File: config.mk
export PLATFORM = sky130hd
export DESIGN_NAME = ex_muldiv_sequencer
export DESIGN_NICKNAME = d
export VERILOG_FILES = /design/src/rtl/ex_muldiv_sequencer.sv
export SDC_FILE = /design/constraint.sdc
export NUM_CORES = 1
export LEC_CHECK = 0
export CAP_MARGIN = 20
export CELL_PAD_IN_SITES_DETAIL_PLACEMENT = 0
export CELL_PAD_IN_SITES_GLOBAL_PLACEMENT = 1
export CORE_MARGIN = 2
export CORE_UTILIZATION = 45
export CTS_CLUSTER_SIZE = 12
export DETAILED_ROUTE_END_ITERATION = 7
export HOLD_SLACK_MARGIN = 0.1
export PLACE_DENSITY = 0.78
export SKIP_LAST_GASP = 1
export SYNTH_ARGS = -nofsm -noshare
export SYNTH_HDL_FRONTEND = slang
export SYNTH_SLANG_ARGS = --single-unit
File: constraint.sdc
create_clock -name clock -period 4.2 [get_ports clock]
set_input_delay 0.84 -clock clock [delete_from_list [all_inputs] [get_ports clock]]
set_output_delay 0.84 -clock clock [all_outputs]
set_load 0.01 [all_outputs]
File: src/rtl/ex_muldiv_sequencer.sv
// ex_muldiv_sequencer: iterative RV32M multiply/divide sequencer for the EX stage.
// Ports: clock, reset (async active-low); start/kill/funct3/op_a/op_b from ID/EX;
// stall_req holds the front of the pipeline; busy = not IDLE; done pulses with result valid.
// Optional MULDIV_FAST_MUL_EN: single-cycle combinational multiply, divide stays iterative.
module ex_muldiv_sequencer #(
    parameter int WIDTH = 32,
    parameter int CNT_W = 5
) (
    input  logic             clock,
    input  logic             reset,
    input  logic             start,
    input  logic             kill,
    input  logic [2:0]       funct3,
    input  logic [WIDTH-1:0] op_a,
    input  logic [WIDTH-1:0] op_b,
    output logic             stall_req,
    output logic             busy,
    output logic             done,
    output logic [WIDTH-1:0] result
);
    typedef enum logic [1:0] {IDLE, CALC, FIX, DONE} state_t;
    state_t state_q, state_d;
    logic [CNT_W-1:0] cnt_q, cnt_d;
    logic [2:0] f3_q, f3_d;
    logic neg_q, neg_d;
    logic [WIDTH-1:0] b_q, b_d, res_q, res_d;
    logic [2*WIDTH-1:0] acc_q, acc_d;
    logic a_neg, b_neg, div_zero, ovf;
    logic [WIDTH-1:0] abs_a, abs_b, quo, rem, fix_res;
    logic [WIDTH:0] mul_sum, div_diff;
    logic [2*WIDTH-1:0] mul_next, div_next, prod;
    assign a_neg    = op_a[WIDTH-1] & (funct3 inside {3'b001, 3'b010, 3'b100, 3'b110});
    assign b_neg    = op_b[WIDTH-1] & (funct3 inside {3'b001, 3'b100, 3'b110});
    assign abs_a    = a_neg ? -op_a : op_a;
    assign abs_b    = b_neg ? -op_b : op_b;
    assign div_zero = funct3[2] & (op_b == '0);
    assign ovf      = funct3[2] & ~funct3[0] & (op_a == {1'b1, {(WIDTH-1){1'b0}}}) & (op_b == '1);
    // Multiply: {hi, lo} with lo holding the unconsumed multiplier bits.
    assign mul_sum  = {1'b0, acc_q[2*WIDTH-1:WIDTH]} + (acc_q[0] ? {1'b0, b_q} : '0);
    assign mul_next = {mul_sum, acc_q[WIDTH-1:1]};
    // Divide: {remainder, dividend/quotient}; trial subtract on the shifted remainder.
    assign div_diff = acc_q[2*WIDTH-1:WIDTH-1] - {1'b0, b_q};
    assign div_next = div_diff[WIDTH] ? {acc_q[2*WIDTH-2:0], 1'b0}
                                      : {div_diff[WIDTH-1:0], acc_q[WIDTH-2:0], 1'b1};
    // Remainder takes the dividend sign, so neg_q already encodes the right flag per op.
    assign prod     = neg_q ? -acc_q : acc_q;
    assign quo      = neg_q ? -acc_q[WIDTH-1:0] : acc_q[WIDTH-1:0];
    assign rem      = neg_q ? -acc_q[2*WIDTH-1:WIDTH] : acc_q[2*WIDTH-1:WIDTH];
    assign fix_res  = f3_q[2] ? (f3_q[1] ? rem : quo)
                              : (f3_q[1:0] == 2'b00 ? prod[WIDTH-1:0] : prod[2*WIDTH-1:WIDTH]);
`ifdef MULDIV_FAST_MUL_EN
    logic [WIDTH:0] fa, fb;
    logic [2*WIDTH-1:0] fast_p;
    assign fa     = {op_a[WIDTH-1] & (funct3 inside {3'b001, 3'b010}), op_a};
    assign fb     = {op_b[WIDTH-1] & (funct3 == 3'b001), op_b};
    assign fast_p = {{(WIDTH-1){fa[WIDTH]}}, fa} * {{(WIDTH-1){fb[WIDTH]}}, fb};
`endif
    always_comb begin
        state_d = state_q;
        cnt_d   = cnt_q;
        f3_d    = f3_q;
        neg_d   = neg_q;
        b_d     = b_q;
        acc_d   = acc_q;
        res_d   = res_q;
        case (state_q)
            IDLE: if (start && !kill) begin
                f3_d    = funct3;
                neg_d   = a_neg ^ (b_neg & ~funct3[1]);
                b_d     = abs_b;
                acc_d   = {{WIDTH{1'b0}}, abs_a};
                cnt_d   = '0;
                state_d = CALC;
                if (div_zero) begin
                    res_d   = funct3[1] ? op_a : '1;
                    state_d = DONE;
                end else if (ovf) begin
                    res_d   = funct3[1] ? '0 : op_a;
                    state_d = DONE;
                end
`ifdef MULDIV_FAST_MUL_EN
                else if (!funct3[2]) begin
                    res_d   = funct3 == 3'b000 ? fast_p[WIDTH-1:0] : fast_p[2*WIDTH-1:WIDTH];
                    state_d = DONE;
                end
`endif
            end
            CALC: if (kill) state_d = IDLE;
            else begin
                acc_d   = f3_q[2] ? div_next : mul_next;
                cnt_d   = cnt_q + 1'b1;
                state_d = cnt_q == CNT_W'(WIDTH-1) ? FIX : CALC;
            end
            FIX: if (kill) state_d = IDLE;
            else begin
                res_d   = fix_res;
                state_d = DONE;
            end
            default: state_d = IDLE;
        endcase
    end
    always_ff @(posedge clock or negedge reset) begin
        if (!reset) begin
            state_q <= IDLE;
            cnt_q   <= '0;
            f3_q    <= '0;
            neg_q   <= 1'b0;
            b_q     <= '0;
            acc_q   <= '0;
            res_q   <= '0;
        end else begin
            state_q <= state_d;
            cnt_q   <= cnt_d;
            f3_q    <= f3_d;
            neg_q   <= neg_d;
            b_q     <= b_d;
            acc_q   <= acc_d;
            res_q   <= res_d;
        end
    end
    assign stall_req = reset & (((state_q == IDLE) & start & ~kill) | (state_q == CALC) | (state_q == FIX));
    assign busy      = state_q != IDLE;
    assign done      = state_q == DONE;
    assign result    = res_q;
endmodule

==> run summary, run 1 <==
The utilization of the core after routing is 52.6%. After synthesis, the cell types taking the most area are sky130_fd_sc_hd__dfrtp_1 (24%), sky130_fd_sc_hd__o21ai_0 (7.6%), sky130_fd_sc_hd__nand2_1 (6.1%). The area of the core is 32300 µm². The flow ran to the end, and the final reports show no timing, DRC or antenna violations. Before antenna repair, the detailed router went through 6 iterations. The synthesized design contains 0 enable-type register cells. The category of the worst setup path launch point is an input port. The max capacitance violation total is 0. The share of power burned in the clock network came out at 16.3%. Per report_power, the sequential group accounts for 22.1% of the total.

The sequential cells in the finished layout cover a total of 3480 µm². For this block, the routed nets add up to 56600 µm of wire. The number of nets in the layout came out at 2176. The max-slew violation count is 0. The fraction of the cycle the final worst path needs is 89.7%.

The number of warnings reported in the yosys synthesis log is 0. The TritonCTS sink count is 139. The final weighted congestion of routability-driven global placement is 0.955. The actual transition at the worst max-transition pin came out at 945 ps. The HPWL after detailed placement came out at 43800 µm. The setup violation total in the final timing report came out at 0. Setup repair after global routing left no endpoint under its margin. The number of register bits inferred by synthesis came out at 139. The fraction of the yosys area taken by sequential cells came out at 23.7%. For the worst setup path, the data arrival time is 4160 ps. The switching share of total power came out at 50.2%. The maximum buffer depth of the clock tree came out at 2. The root buffer cell chosen for the clock tree is sky130_fd_sc_hd__clkbuf_16. For this design the top-level I/O count stands at 106. The effective utilization at floorplan is 45.4%.

Yosys mapped the design onto 86 distinct sky130hd cell types. The placed instances occupy a cell area of 16400 µm². The die extent in x came out at 184 µm. The final routed wire length divided by cell count is 22.7 µm.

The pin count of the biggest net entering global routing is 96. The clock reaches the later pin of the worst-skew pair after 470 ps. The multi-input logic area is 10400 µm². The path class of the tightest hold or removal check is input port to asynchronous set/reset pin. For this run, design rule violations remaining after detail routing come to 0. The post-route cell area came out at 17000 µm².

The depth of the worst register-to-register path came out at 13. After clock tree synthesis, the flow added hold-fix buffers numbering 0. Timing would allow up to 266 MHz.

The floorplan has 66 rows. In the global route stage, overall resource usage came out at 33.6%. The peak ir drop on the vdd network came out at 0.347 mV. The combined area of all synthesized cells came out at 14700 µm². The worst max-slew margin expressed relative to the limit is 36.9%.

The switching power is 0.00493 W. The power density over the cells is 578 nW/µm². The layout cell share with drive strength beyond 1 came out at 7.48%. STA classifies the critical path endpoint as a flop. After detailed routing, the number of vias per cell comes to 6.20. The post-cts repair resize count is 0. Counting the buffers created by CTS gives 17. The combinational power share is 61.6%. The buffer count from post-CTS setup fixing came out at 0. The hold violation count in the final report is 0. The cell taking the most area after synthesis is sky130_fd_sc_hd__dfrtp_1. In this run the biggest area consumer among cell types represents 23.7% of the synthesized area.

The TritonCTS clock tree is done. The worst endpoint required time is 4590 ps. In the synthesized netlist the async set-or-reset flop fraction comes to 100%. Counting every net in the synthesized netlist gives 2111. The full die area came out at 34000 µm². The total via count in the routed design is 15420. The highest net fanout along the worst path came out at 26. The CTS clock-pin slew for the worst setup and hold paths came out at 60 ps. Traced cell by cell, the critical path runs through clkdlybuf4s50_1, inv_1, ha_1, nor4b_1, nand4_1, nand2b_1, o21ai_1, a21oi_2, buf_4, a211oi_1, a21oi_1, nand2_1. The critical path in this run is classified as input port to flop.

The post-synthesis average cell area came out at 7.45 µm². The longest individual stage delay on the worst path came out at 540 ps. The final-layout setup total negative slack is 0 ps. In the synthesized netlist the dominant register cell turns out to be sky130_fd_sc_hd__dfrtp_1. The filler cell count is 3239. The number of DRC markers after the initial detailed-route iteration came out at 1830. The post-detailed-route count of antenna-violating nets came out at 0.

The via count of the first global-routing pass is 14076. The static power due to leakage is 7.20 nW. The cell count after synthesis came out at 1967. Between clock sinks in the finished design, the worst skew comes to 14.9 ps. The final period demand of the worst path came out at 3770 ps. The total number of H-tree levels came out at 4. The global-route wire length before repair is 86600 µm. The slowest stage of the critical path is the sky130_fd_sc_hd__clkdlybuf4s50_1 cell. The internal power contribution came out at 0.00488 W. The initial antenna violation count came out at 1.

The die span in y is 184 µm. The number of port buffers is 105. The layout overhead on the synthesized area is 15.8%. The total overflow reported by the global router is 0.
==> metrics by stage <==
stage | std cells | worst slack, ps | hold slack, ps | power [W]
finish | 2488 | 434 | 295 | 0.00981
global route | 2487 | 157 | 314 | 0.0105
CTS | 2487 | 552 | 301 | 0.00967
detailed placement | 2455 | 117 | 470 | 0.00805
global placement | 2455 | 233 | 463 | 0.00801
floorplan | 1967 | 1050 | 450 | 0.00626
==> layer usage <==
metal | vias up | track usage (%) | wire (µm)
met3 | 100 | 5.41 | 4990
li1 | 7233 | - | -
met1 | 7372 | 49.5 | 25800
met2 | 715 | 49.4 | 23900
met5 | - | 0 | 0
met4 | 0 | 11.4 | 1830
==> state kept, by name, summed over array words and instances (netlist names) <==
signal	cells
acc_q	64
state_q	2
cnt_q	5
b_q	32
neg_q	1
f3_q	3
result	32
==> worst paths after layout <==
kind / from / endpoint / slack, ps
setup / recovery: op_a[1] / result[25] / 430
hold / removal: reset / result[24] / 300
setup reg to reg: acc_q[31] / acc_q[42] / 500
hold reg to reg: result[12] / result[12] / 480
max in group asynchronous: reset / f3_q[2] / 2660
min in group clock: result[12] / result[12] / 480
==> critical path, delay by kind of cell <==
family | cells | cell delay, ps
adders and majority gates | 1 | 200
AOI/OAI and AO/OA | 4 | 810
and+or+nand+nor | 4 | 1360
buffers and inverters | 3 | 930
==> cell usage after synthesis, types with 6 or more instances <==
library cell and number:
sky130_fd_sc_hd__o31ai_1 21, sky130_fd_sc_hd__a21o_1 31, sky130_fd_sc_hd__o22ai_1 11, sky130_fd_sc_hd__or4_1 7
sky130_fd_sc_hd__a31oi_1 18, sky130_fd_sc_hd__nand4_1 20, sky130_fd_sc_hd__a211oi_1 19, sky130_fd_sc_hd__o221ai_1 9
sky130_fd_sc_hd__buf_2 12, sky130_fd_sc_hd__o21bai_1 10, sky130_fd_sc_hd__mux2i_1 58, sky130_fd_sc_hd__and3_1 19
sky130_fd_sc_hd__and2_1 12, sky130_fd_sc_hd__o211ai_1 18, sky130_fd_sc_hd__nand3_1 42, sky130_fd_sc_hd__maj3_1 19
sky130_fd_sc_hd__nand2_1 240, sky130_fd_sc_hd__buf_1 8, sky130_fd_sc_hd__xnor2_1 96, sky130_fd_sc_hd__a221oi_1 11
sky130_fd_sc_hd__nand2b_1 21, sky130_fd_sc_hd__a21oi_1 145, sky130_fd_sc_hd__clkbuf_1 115, sky130_fd_sc_hd__nor2b_1 12
sky130_fd_sc_hd__ha_1 71, sky130_fd_sc_hd__a2111oi_0 6, sky130_fd_sc_hd__o21ai_0 223, sky130_fd_sc_hd__nor4_1 15
sky130_fd_sc_hd__xor2_1 85, sky130_fd_sc_hd__nor2_1 158, sky130_fd_sc_hd__inv_1 68, sky130_fd_sc_hd__or2_2 11
sky130_fd_sc_hd__o21a_1 11, sky130_fd_sc_hd__o41ai_1 22, sky130_fd_sc_hd__a22oi_1 20, sky130_fd_sc_hd__or3_1 24
sky130_fd_sc_hd__dfrtp_1 139, sky130_fd_sc_hd__nor3_1 37
==> power by group through the flow <==
stage	logic, W	registers (W)	clock network [W]
finish	0.00604	0.00217	0.00160
global route	0.00657	0.00221	0.00167
CTS	0.00591	0.00215	0.00161
detailed placement	0.00587	0.00217	0
global placement	0.00585	0.00216	0
floorplan	0.00438	0.00188	0
==> cell usage in the layout (no fill, tap or decap), types with 20 or more instances in the layout <==
master and instances:
sky130_fd_sc_hd__nand4_1 20, sky130_fd_sc_hd__xnor2_1 96, sky130_fd_sc_hd__o21ai_0 223, sky130_fd_sc_hd__inv_1 68, sky130_fd_sc_hd__a22oi_1 20, sky130_fd_sc_hd__or3_1 24, sky130_fd_sc_hd__nand3_1 42, sky130_fd_sc_hd__nand2_1 240
sky130_fd_sc_hd__dfrtp_1 137, sky130_fd_sc_hd__nand2b_1 21, sky130_fd_sc_hd__a21o_1 31, sky130_fd_sc_hd__buf_4 78, sky130_fd_sc_hd__clkdlybuf4s50_1 104, sky130_fd_sc_hd__o31ai_1 21, sky130_fd_sc_hd__mux2i_1 58, sky130_fd_sc_hd__nor3_1 37
sky130_fd_sc_hd__xor2_1 85, sky130_fd_sc_hd__nor2_1 157, sky130_fd_sc_hd__a21oi_1 144, sky130_fd_sc_hd__o41ai_1 22, sky130_fd_sc_hd__ha_1 71
==> final cells by class <==
| cell class | instances | area share (%) |
|---|---|---|
| multi-input combinational | 1618 | 61.1 |
| inverter | 69 | 1.53 |
| clock inverter | 13 | 0.826 |
| tap | 442 | 3.26 |
| antenna | 1 | 0.0147 |
| clock buffer | 19 | 2.67 |
| sequential | 139 | 20.5 |
| timing repair buffer | 187 | 10.1 |
==> cell families (layout without fill, tap and decap cells) <==
| kind of cell | count (synthesis) | count (layout) | share of synthesized area, % |
|---|---|---|---|
| muxes | 59 | 59 | 4.04 |
| buffers and inverters | 210 | 288 | 5.64 |
| DFF | 139 | 139 | 23.7 |
| xor gates and xnor gates | 181 | 181 | 10.8 |
| adders and majority gates | 92 | 92 | 7.63 |
| AOI/OAI and AO/OA | 639 | 639 | 27.4 |
| other | 0 | 1 | 0 |
| and+or+nand+nor | 647 | 647 | 20.7 |
Power figures use the tool's default switching activity.
==> run 2, diff against run 1 <==
--- a/config.mk
+++ b/config.mk
@@ -10,10 +10,11 @@
 export CELL_PAD_IN_SITES_GLOBAL_PLACEMENT = 1
 export CORE_MARGIN = 2
 export CORE_UTILIZATION = 45
-export CTS_CLUSTER_SIZE = 12
+export CTS_CLUSTER_SIZE = 30
 export DETAILED_ROUTE_END_ITERATION = 7
+export GPL_TIMING_DRIVEN = 0
 export HOLD_SLACK_MARGIN = 0.1
-export PLACE_DENSITY = 0.78
+export PLACE_DENSITY = 0.9
 export SKIP_LAST_GASP = 1
 export SYNTH_ARGS = -nofsm -noshare
 export SYNTH_HDL_FRONTEND = slang
==> run summary, run 2 (synthesis results as in run 1) <==
The flow ran to the end, and the final reports show no timing, DRC or antenna violations. The fraction of the cycle the final worst path needs came out at 97.7%. The area of the core is 32300 µm². The max capacitance violation total came out at 0.

Using the TritonRoute via totals, the vias-per-cell ratio works out to 6.35. The post-route cell area is 17000 µm². For this run, design rule violations remaining after detail routing come to 0. The highest achievable clock rate came out at 244 MHz. The final routed wire length divided by cell count is 24.6 µm. acc_q holds more flip-flops than any other register.

In this run the critical register-to-register path is captured at result[31]. For the pin with the worst max-slew slack, the measured transition is 1010 ps. The first routing iteration left 1724 violations.

The data arrival at the endpoint of the critical path is 4480 ps. The detailed router placed 16198 vias in this run. The static power due to leakage is 7.05 nW. In this run the worst setup path begins at op_b[3]. The most crowded layer after global routing is met2. The final worst clock skew came out at 11.1 ps. The die extent in x came out at 184 µm. The power after layout came out at 0.0101 W.

The die span in y is 184 µm. For flop-to-flop paths, the worst setup slack is 140 ps. The pin count of the biggest net entering global routing came out at 74. The initial antenna violation count is 2.

At the end of routability-driven placement, the weighted congestion stood at 0.992. The number of nets in the layout is 2236. The endpoint type of the worst setup path is a flop. The classification of the worst setup path is input port to flop. The final period demand of the worst path came out at 4100 ps. The met1 demand-to-capacity share in global routing came out at 43.2%. The TritonCTS sink count is 139. The max-slew violation count is 0.

Global routing used 6.13% of the available met3 tracks. The via count of the first global-routing pass is 15495. TritonCTS built the clock tree. The CTS clock-pin slew for the worst setup and hold paths is 70 ps.

The total overflow reported by the global router came out at 0. The count of standard-cell rows came out at 66. The library cell used most frequently in the layout, excluding fill and tap cells, is sky130_fd_sc_hd__nand2_1.

The post-detailed-route count of antenna-violating nets is 0. The total clock buffers created by CTS came out at 17. The power density over the cells came out at 597 nW/µm². The min-delay analysis places its worst path in the category input port to asynchronous set/reset pin. For met2 alone, demand over resource in global routing was 61.1%. The H-tree generated during clock tree synthesis spans 4 levels.

The full die area is 34000 µm². The effective utilization at floorplan is 45.4%. The number of port buffers is 101.

The detailed-route wire length came out at 62600 µm. The cell area reported after detailed placement is 16300 µm². Once layout is complete, the utilization of the core stands at 52.6%. The worst register-to-register path begins at acc_q[34]. The register with the most flip-flops in the layout has 64 of them. The maximum buffer depth of the clock tree is 2. In the layout the commonest cells are sky130_fd_sc_hd__nand2_1 (240), sky130_fd_sc_hd__o21ai_0 (222), sky130_fd_sc_hd__nor2_1 (158), sky130_fd_sc_hd__a21oi_1 (142), sky130_fd_sc_hd__dfrtp_1 (138).

The layout overhead on the synthesized area came out at 15.8%. Across the VDD grid, the largest voltage drop is 0.349 mV. The cell sitting at the root of the clock tree is a sky130_fd_sc_hd__clkbuf_16. The highest net fanout along the worst path is 10.

The hold violation count in the final report is 0. The final-layout worst hold slack is 382 ps. The worst endpoint required time came out at 4580 ps. Headroom to the max-slew limit came out at 32.2%. The category of the worst setup path launch point is an input port. The layout cell share with drive strength beyond 1 came out at 4.85%. Setup violations remaining at the end of the flow were counted as 0. The global-route wire length before repair came out at 92500 µm.

For this run, the detailed router's first-pass iteration total came to 6. Setup total negative slack on the finished layout was measured at 0 ps. The global routing usage summed across all routing layers came out at 36.6%. The later pin in the worst-skew pair is clocked with a latency of 460 ps. The HPWL after detailed placement came out at 49400 µm. Pin placement for this block handled 106 I/O pins. The depth of the worst register-to-register path came out at 11.
run 2: cell type report:
class / instances / area [µm²]
Antenna cell: 2 / 5.00
Sequential cell: 139 / 3480
Buffer: 141 / 571
Tap cell: 442 / 553
Inverter: 69 / 259
Timing Repair Buffer: 106 / 1070
Fill cell: 3207 / 15300
Clock inverter: 15 / 201
Multi-Input combinational cell: 1618 / 10400
Clock buffer: 17 / 425
run 2: timing repair:
action,in CTS,in global routing
pin swaps,1,1
hold buffers,0,0
endpoints found under the setup margin,11,38
buffers inserted,2,1
resized for setup,5,13
run 2: worst max-delay path by stage:
stage / endpoint / slack, ps / cells past startpoint
3_5_place_dp: result[25] / -560 / 12
4_1_cts: acc_q[62] / -140 / 13
3_3_place_gp: stall_req / -3940 / 4
2_1_floorplan: acc_q[60] / 1050 / 13
5_1_grt: acc_q[44] / -10 / 16
6_report: result[20] / 100 / 12
run 2: worst max-delay path, cell delays in order:
cell	delay, ps
sky130_fd_sc_hd__clkdlybuf4s50_1	500
sky130_fd_sc_hd__or4_1	670
sky130_fd_sc_hd__nor4_4	250
sky130_fd_sc_hd__and4_1	300
sky130_fd_sc_hd__buf_2	190
sky130_fd_sc_hd__nand3_1	320
sky130_fd_sc_hd__o21ai_2	250
sky130_fd_sc_hd__a21o_1	150
sky130_fd_sc_hd__buf_2	270
sky130_fd_sc_hd__buf_2	290
sky130_fd_sc_hd__o2111ai_1	250
sky130_fd_sc_hd__nand3_1	190
run 2: per-layer routing:
metal	share of wire, %	routed length, µm
met3	7.9	4920
met4	7.4	4600
met5	0.024	15
met2	47	29100
met1	38	23900
run 2: stage by stage:
stage               setup WS (ps)  std cells
finish                       95.0       2549
global route                -14.5       2548
CTS                          -140       2546
detailed placement           -561       2512
global placement            -3940       2510
floorplan                    1050       1967
run 2: report_power, final:
group	leakage, nW	internal, W	switching (W)
combinational	4.98	0.00232	0.00401
clock	0.299	0.000960	0.000738
sequential	1.78	0.00162	0.000499
